===== src/rtl/fifo_wr_burst_ctrl.sv =====
// Write-side burst scheduler for a dual-clock FIFO: issues fixed-length bursts of an
// incrementing pattern when a whole burst fits, spaces them by an idle gap, sequences clears.
module fifo_wr_burst_ctrl #(
  parameter int unsigned DW         = 16,
  parameter int unsigned AW         = 3,
  parameter int unsigned DEPTH      = 8,
  parameter int unsigned BURST      = 8,
  parameter int unsigned GAP        = 8,
  parameter int unsigned CLR_CYC    = 4,
  parameter int unsigned CLR_SETTLE = 4,
  parameter int unsigned SEED       = 1
) (
  input  logic          clk_50,
  input  logic          aclr_n,
  input  logic          run,
  input  logic          clear_req,
  input  logic          wrfull,
  input  logic [AW-1:0] wrusedw,
  output logic          wrreq,
  output logic [DW-1:0] data,
  output logic          fifo_aclr,
  output logic          busy,
  output logic [15:0]   burst_cnt,
  output logic          overflow_err
);

  typedef enum logic [2:0] {
    StIdle,
    StWaitSpace,
    StBurst,
    StGap,
    StClear,
    StClrWait
  } state_e;

  localparam logic [AW:0]   BurstFree  = (AW+1)'(BURST);
  localparam logic [AW:0]   DepthW     = (AW+1)'(DEPTH);
  localparam logic [15:0]   CntBurst   = 16'(BURST);
  localparam logic [15:0]   CntGapLast = 16'(GAP - 1);
  localparam logic [15:0]   CntClrLast = 16'(CLR_CYC - 1);
  localparam logic [15:0]   CntSetLast = 16'(CLR_SETTLE - 1);
  localparam logic [DW-1:0] SeedW      = DW'(SEED);

  state_e        r_state, w_state_d;
  logic [15:0]   r_cnt, w_cnt_d;
  logic [DW-1:0] r_pattern, w_pattern_d;
  logic [DW-1:0] r_data, w_data_d;
  logic          r_wrreq, w_wrreq_d;
  logic          r_aclr, w_aclr_d;
  logic [15:0]   r_burst_cnt, w_burst_cnt_d;
  logic          r_ovf, w_ovf_d;
  logic [AW:0]   w_free;
  logic          w_clr_accept;

  // wrusedw wraps to 0 when full, so the full flag must dominate.
  assign w_free       = wrfull ? '0 : DepthW - {1'b0, wrusedw};
  assign w_clr_accept = clear_req && (r_state != StClear) && (r_state != StClrWait);

  always_comb begin
    w_state_d     = r_state;
    w_cnt_d       = r_cnt;
    w_pattern_d   = r_pattern;
    w_data_d      = r_data;
    w_wrreq_d     = 1'b0;
    w_aclr_d      = 1'b0;
    w_burst_cnt_d = r_burst_cnt;
    w_ovf_d       = r_ovf | (r_wrreq & wrfull);

    if (w_clr_accept) begin
      w_state_d = StClear;
      w_cnt_d   = '0;
      w_aclr_d  = 1'b1;
    end else begin
      unique case (r_state)
        StIdle: begin
          if (run) w_state_d = StWaitSpace;
        end
        StWaitSpace: begin
          if (w_free >= BurstFree) begin
            w_state_d   = StBurst;
            w_cnt_d     = 16'd1;
            w_wrreq_d   = 1'b1;
            w_data_d    = r_pattern;
            w_pattern_d = r_pattern + 1'b1;
          end else if (!run) begin
            w_state_d = StIdle;
          end
        end
        StBurst: begin
          // r_cnt counts words already driven onto the bus.
          if (r_cnt == CntBurst) begin
            w_state_d     = StGap;
            w_cnt_d       = '0;
            w_burst_cnt_d = r_burst_cnt + 16'd1;
          end else begin
            w_cnt_d     = r_cnt + 16'd1;
            w_wrreq_d   = 1'b1;
            w_data_d    = r_pattern;
            w_pattern_d = r_pattern + 1'b1;
          end
        end
        StGap: begin
          if (r_cnt == CntGapLast) begin
            w_cnt_d   = '0;
            w_state_d = run ? StWaitSpace : StIdle;
          end else begin
            w_cnt_d = r_cnt + 16'd1;
          end
        end
        StClear: begin
          if (r_cnt == CntClrLast) begin
            w_state_d = StClrWait;
            w_cnt_d   = '0;
          end else begin
            w_cnt_d  = r_cnt + 16'd1;
            w_aclr_d = 1'b1;
          end
        end
        StClrWait: begin
          if (r_cnt == CntSetLast) begin
            w_state_d   = StIdle;
            w_cnt_d     = '0;
            w_pattern_d = SeedW;
            w_ovf_d     = 1'b0;
          end else begin
            w_cnt_d = r_cnt + 16'd1;
          end
        end
        default: begin
          w_state_d = StIdle;
          w_cnt_d   = '0;
        end
      endcase
    end
  end

  always_ff @(posedge clk_50 or negedge aclr_n) begin
    if (!aclr_n) begin
      r_state     <= StIdle;
      r_cnt       <= '0;
      r_pattern   <= SeedW;
      r_data      <= '0;
      r_wrreq     <= 1'b0;
      r_aclr      <= 1'b0;
      r_burst_cnt <= '0;
      r_ovf       <= 1'b0;
    end else begin
      r_state     <= w_state_d;
      r_cnt       <= w_cnt_d;
      r_pattern   <= w_pattern_d;
      r_data      <= w_data_d;
      r_wrreq     <= w_wrreq_d;
      r_aclr      <= w_aclr_d;
      r_burst_cnt <= w_burst_cnt_d;
      r_ovf       <= w_ovf_d;
    end
  end

  assign wrreq        = r_wrreq;
  assign data         = r_data;
  assign fifo_aclr    = r_aclr;
  assign busy         = (r_state != StIdle);
  assign burst_cnt    = r_burst_cnt;
  assign overflow_err = r_ovf;

endmodule


===== config.mk =====
export PLATFORM = sky130hd
export DESIGN_NAME = fifo_wr_burst_ctrl
export DESIGN_NICKNAME = d
export VERILOG_FILES = /design/src/rtl/fifo_wr_burst_ctrl.sv
export SDC_FILE = /design/constraint.sdc
export NUM_CORES = 1
export LEC_CHECK = 0
export BUFFER_PORTS_ARGS = -buffer_cell sky130_fd_sc_hd__buf_2
export CAP_MARGIN = 5
export CORE_ASPECT_RATIO = 1.4
export CORE_MARGIN = 3
export CORE_UTILIZATION = 45
export CTS_CLUSTER_DIAMETER = 50
export DETAILED_ROUTE_END_ITERATION = 6
export MAX_ROUTING_LAYER = met4
export PLACE_DENSITY = 0.68
export SKIP_CTS_REPAIR_TIMING = 1
export SYNTH_ARGS = -nofsm -noshare
export SYNTH_HDL_FRONTEND = slang
export SYNTH_SLANG_ARGS = --single-unit

===== constraint.sdc =====
create_clock -name clk_50 -period 5.1 [get_ports clk_50]
set_clock_uncertainty 0.2 [all_clocks]
set_input_delay 0.765 -clock clk_50 [delete_from_list [all_inputs] [get_ports clk_50]]
set_output_delay 0.765 -clock clk_50 [all_outputs]
set_load 0.005 [all_outputs]

==> flow_summary.ini <==
[layout]
antenna_cells = 0
final_cell_mix = sky130_fd_sc_hd__dfrtp_1 (69), sky130_fd_sc_hd__buf_2 (43), sky130_fd_sc_hd__nor2_1 (34)
layout_commonest_cell = sky130_fd_sc_hd__dfrtp_1
layout-area-overhead-vs-synth_pct = 13.7
fill_cells = 701
final_core_util_pct = 52.8
fin_nets = 403
fraction_of_layout_cells_with_a_size_suffix_above_1_pct = 23.8

[grt]
grt_first_pass_wirelength_um = 13200
grt.total_usage_pct = 19.3
number_of_global_route_vias_before_repair = 2788
antenna_found_initial = 0
grt_start_max_net_pins = 42
gr-total-overflow = 0

[logic_synthesis]
total_standard_cell_area_after_synthesis_um2 = 3600
netlist_instances = 347
yosys_warnings = 0
avg_cell_area_syn_um2 = 10.4
mappedNetlistNets = 359
synth-edff-count = 0
synth_cell_types = 52
postSynth.topFlopCell = sky130_fd_sc_hd__dfrtp_1
flip_flop_and_latch_count_after_synthesis = 70
asyncSetResetFlopFracSynth_pct = 100
sequential_fraction_of_the_synthesis_area_pct = 48.7

[die]
die-width_um = 81.6
design.die.area_um2 = 9120
core_um2 = 7750
placementRows = 38
initial_utilization_pct = 46.4
io-pin-count = 44
die_height_um = 112

[setup_path]
critPathArrivalTime_ns = 3.15
path_cells = buf_2, or4_4, o311a_1, a211oi_2, buf_4, mux2_2
max_stage_delay_ns = 0.67
worst_ep_required_time_ns = 5.13
worstSetupPathType = input pin to flop
critical_path_peak_fanout = 13
startpoint_type = input pin
endpoint_kind = flop
slowest_stage = sky130_fd_sc_hd__a211oi_2

[clock_network]
tritoncts.num_buffers = 9
worstSkewPairLatency_ns = 0.35
clockRootBuffer = sky130_fd_sc_hd__clkbuf_8
cts.sinks = 70
clkSlewWorstSetupHoldPaths_ns = 0.06
clock_tree_from_tritoncts = yes
max-clock-path-buffers = 2
clock_tree.htree_level_count = 3

[pwr]
power_report.internal_total_mw = 1.21
power_frac_clock_pct = 23.6
p_per_area_nw_per_um2 = 454
power.share.switching_pct = 34.8
power.combinational.fraction_pct = 29.6
total_switching_power_mw = 0.646
power_leakage_nw = 1.70
power.ir.vdd_worst_mv = 0.220
power_frac_seq_pct = 46.8

[sta]
fmax_mhz = 320
report.final.hold_viol_count = 0
final-max-slew-violation-count = 0
max_slew_margin_pct = 30.9
rsz0062_at_grt = no
period_share_pct = 61.3
total_negative_slack_for_setup_checks_ns = 0
finalSetupViolations = 0
worst-slew-pin-transition_ns = 1.03
fin_crit_ns = 3.12

[placement]
place_congestion = 0.817
numPortBuffers = 43
detailed_place_hpwl_um = 5500

[drt]
drtIter0Drc = 139
mean_number_of_vias_per_cell = 5.68
wl_per_cell_um = 15.6
finalWirelength_um = 7730
drc = 0
drtPass1Iterations = 4
vias = 2813
postRouteAntennaNets = 0

[status]
run_status = finished clean

[job]
cap_violations = 0

[hold_path]
tightest_hold_check_type = input pin to asynchronous set/reset pin
[per-stage QoR]
stage	power, mW	instances	cell area (um^2)	hold slack, ns	setup slack (ns)
finish	1.86	495	4090	0.254	1.98
global route	2.00	495	4090	0.287	1.67
CTS	1.88	495	4090	0.267	1.97
detailed placement	1.43	480	3900	0.255	1.59
global placement	1.41	480	3900	0.255	1.70
floorplan	1.25	347	3600	0.265	2.25
[power by group through the flow]
| stage | Combinational [mW] | Sequential (mW) | Clock (mW) |
|---|---|---|---|
| 3_3_place_gp | 0.541 | 0.869 | 0 |
| 5_1_grt | 0.621 | 0.896 | 0.479 |
| 4_1_cts | 0.559 | 0.868 | 0.450 |
| 2_1_floorplan | 0.410 | 0.840 | 0 |
| 3_5_place_dp | 0.556 | 0.878 | 0 |
| 6_report | 0.550 | 0.870 | 0.438 |
[worst max-delay path, delay by kind of cell]
family,cells,cell delay (ns)
AOI/OAI and AO/OA,2,1.02
and+or+nand+nor,1,0.56
buffers and inverters,2,0.43
muxes,1,0.36
[area by class of cell]
type,count,area (um^2),share of cell area (%)
flip-flops and latches,70,1750,42.8
multi-input cells,251,1740,42.5
repair buffers,46,238,5.81
clock buffers,11,141,3.45
well taps,100,125,3.06
inverters,13,48.8,1.19
clock inverters,4,47.5,1.16
[registers in the layout, summed over array words and instances, names as in the netlist]
name	count
fifo_aclr	1
wrreq	1
burst_cnt	16
r_pattern	16
data	16
r_cnt	16
overflow_err	1
r_state	3
[kinds of logic after synthesis]
| logic type | after synthesis | synth area share [%] |
|---|---|---|
| AND/OR/NAND/NOR | 146 | 23.7 |
| flip-flops | 70 | 48.7 |
| AO/OA/AOI/OAI | 55 | 10.6 |
| XOR/XNOR | 27 | 6.57 |
| buffers and inverters | 26 | 3.09 |
| multiplexers | 19 | 5.88 |
| adder cells (fa/ha/maj) | 4 | 1.39 |
[synth_stat cells (4+ instances only)]
cell	n	area [um^2]
sky130_fd_sc_hd__or4_1	8	60.1
sky130_fd_sc_hd__or4_4	4	45.0
sky130_fd_sc_hd__dfrtp_1	69	1730
sky130_fd_sc_hd__nor4_1	9	56.3
sky130_fd_sc_hd__a21oi_1	17	85.1
sky130_fd_sc_hd__xor2_1	10	87.6
sky130_fd_sc_hd__nand3_1	20	100
sky130_fd_sc_hd__nor4_2	5	62.6
sky130_fd_sc_hd__xnor2_1	17	149
sky130_fd_sc_hd__or3_1	4	25.0
sky130_fd_sc_hd__clkbuf_1	7	26.3
sky130_fd_sc_hd__nand3b_1	4	30.0
sky130_fd_sc_hd__nand2_1	23	86.3
sky130_fd_sc_hd__nor3_1	8	40.0
sky130_fd_sc_hd__and3_1	4	25.0
sky130_fd_sc_hd__o21ai_0	7	35.0
sky130_fd_sc_hd__mux2_2	17	191
sky130_fd_sc_hd__o31ai_1	10	75.1
sky130_fd_sc_hd__nand4_1	6	37.5
sky130_fd_sc_hd__inv_1	13	48.8
sky130_fd_sc_hd__ha_1	4	50.1
sky130_fd_sc_hd__nor2_1	34	128
sky130_fd_sc_hd__buf_2	5	25.0
[per-layer routing]
metal	share of wire, %	global-route usage (%)	vias to the layer above
li1	-	-	1360
met1	41	22.3	1384
met2	53	31.8	56
met3	3.5	3.80	13
met4	2.2	8.54	0
met5	0	-	-
[final timing paths]
kind | startpoint | to | slack (ns) | cells past startpoint
min | aclr_n | r_pattern[12]$_DFFE_PN0P_ | 0.25 | 1
max in group asynchronous | aclr_n | r_cnt[3]$_DFFE_PN0P_ | 3.48 | 2
max | wrusedw[1] | data[2]$_DFFE_PN0P_ | 1.98 | 6
min reg2reg | burst_cnt[15]$_DFFE_PN0P_ | burst_cnt[15]$_DFFE_PN0P_ | 0.26 | 1
min in group clk_50 | burst_cnt[15]$_DFFE_PN0P_ | burst_cnt[15]$_DFFE_PN0P_ | 0.26 | 1
max reg2reg | r_cnt[12]$_DFFE_PN0P_ | burst_cnt[12]$_DFFE_PN0P_ | 2.03 | 5
No activity file was read; power rests on OpenSTA's default activity.
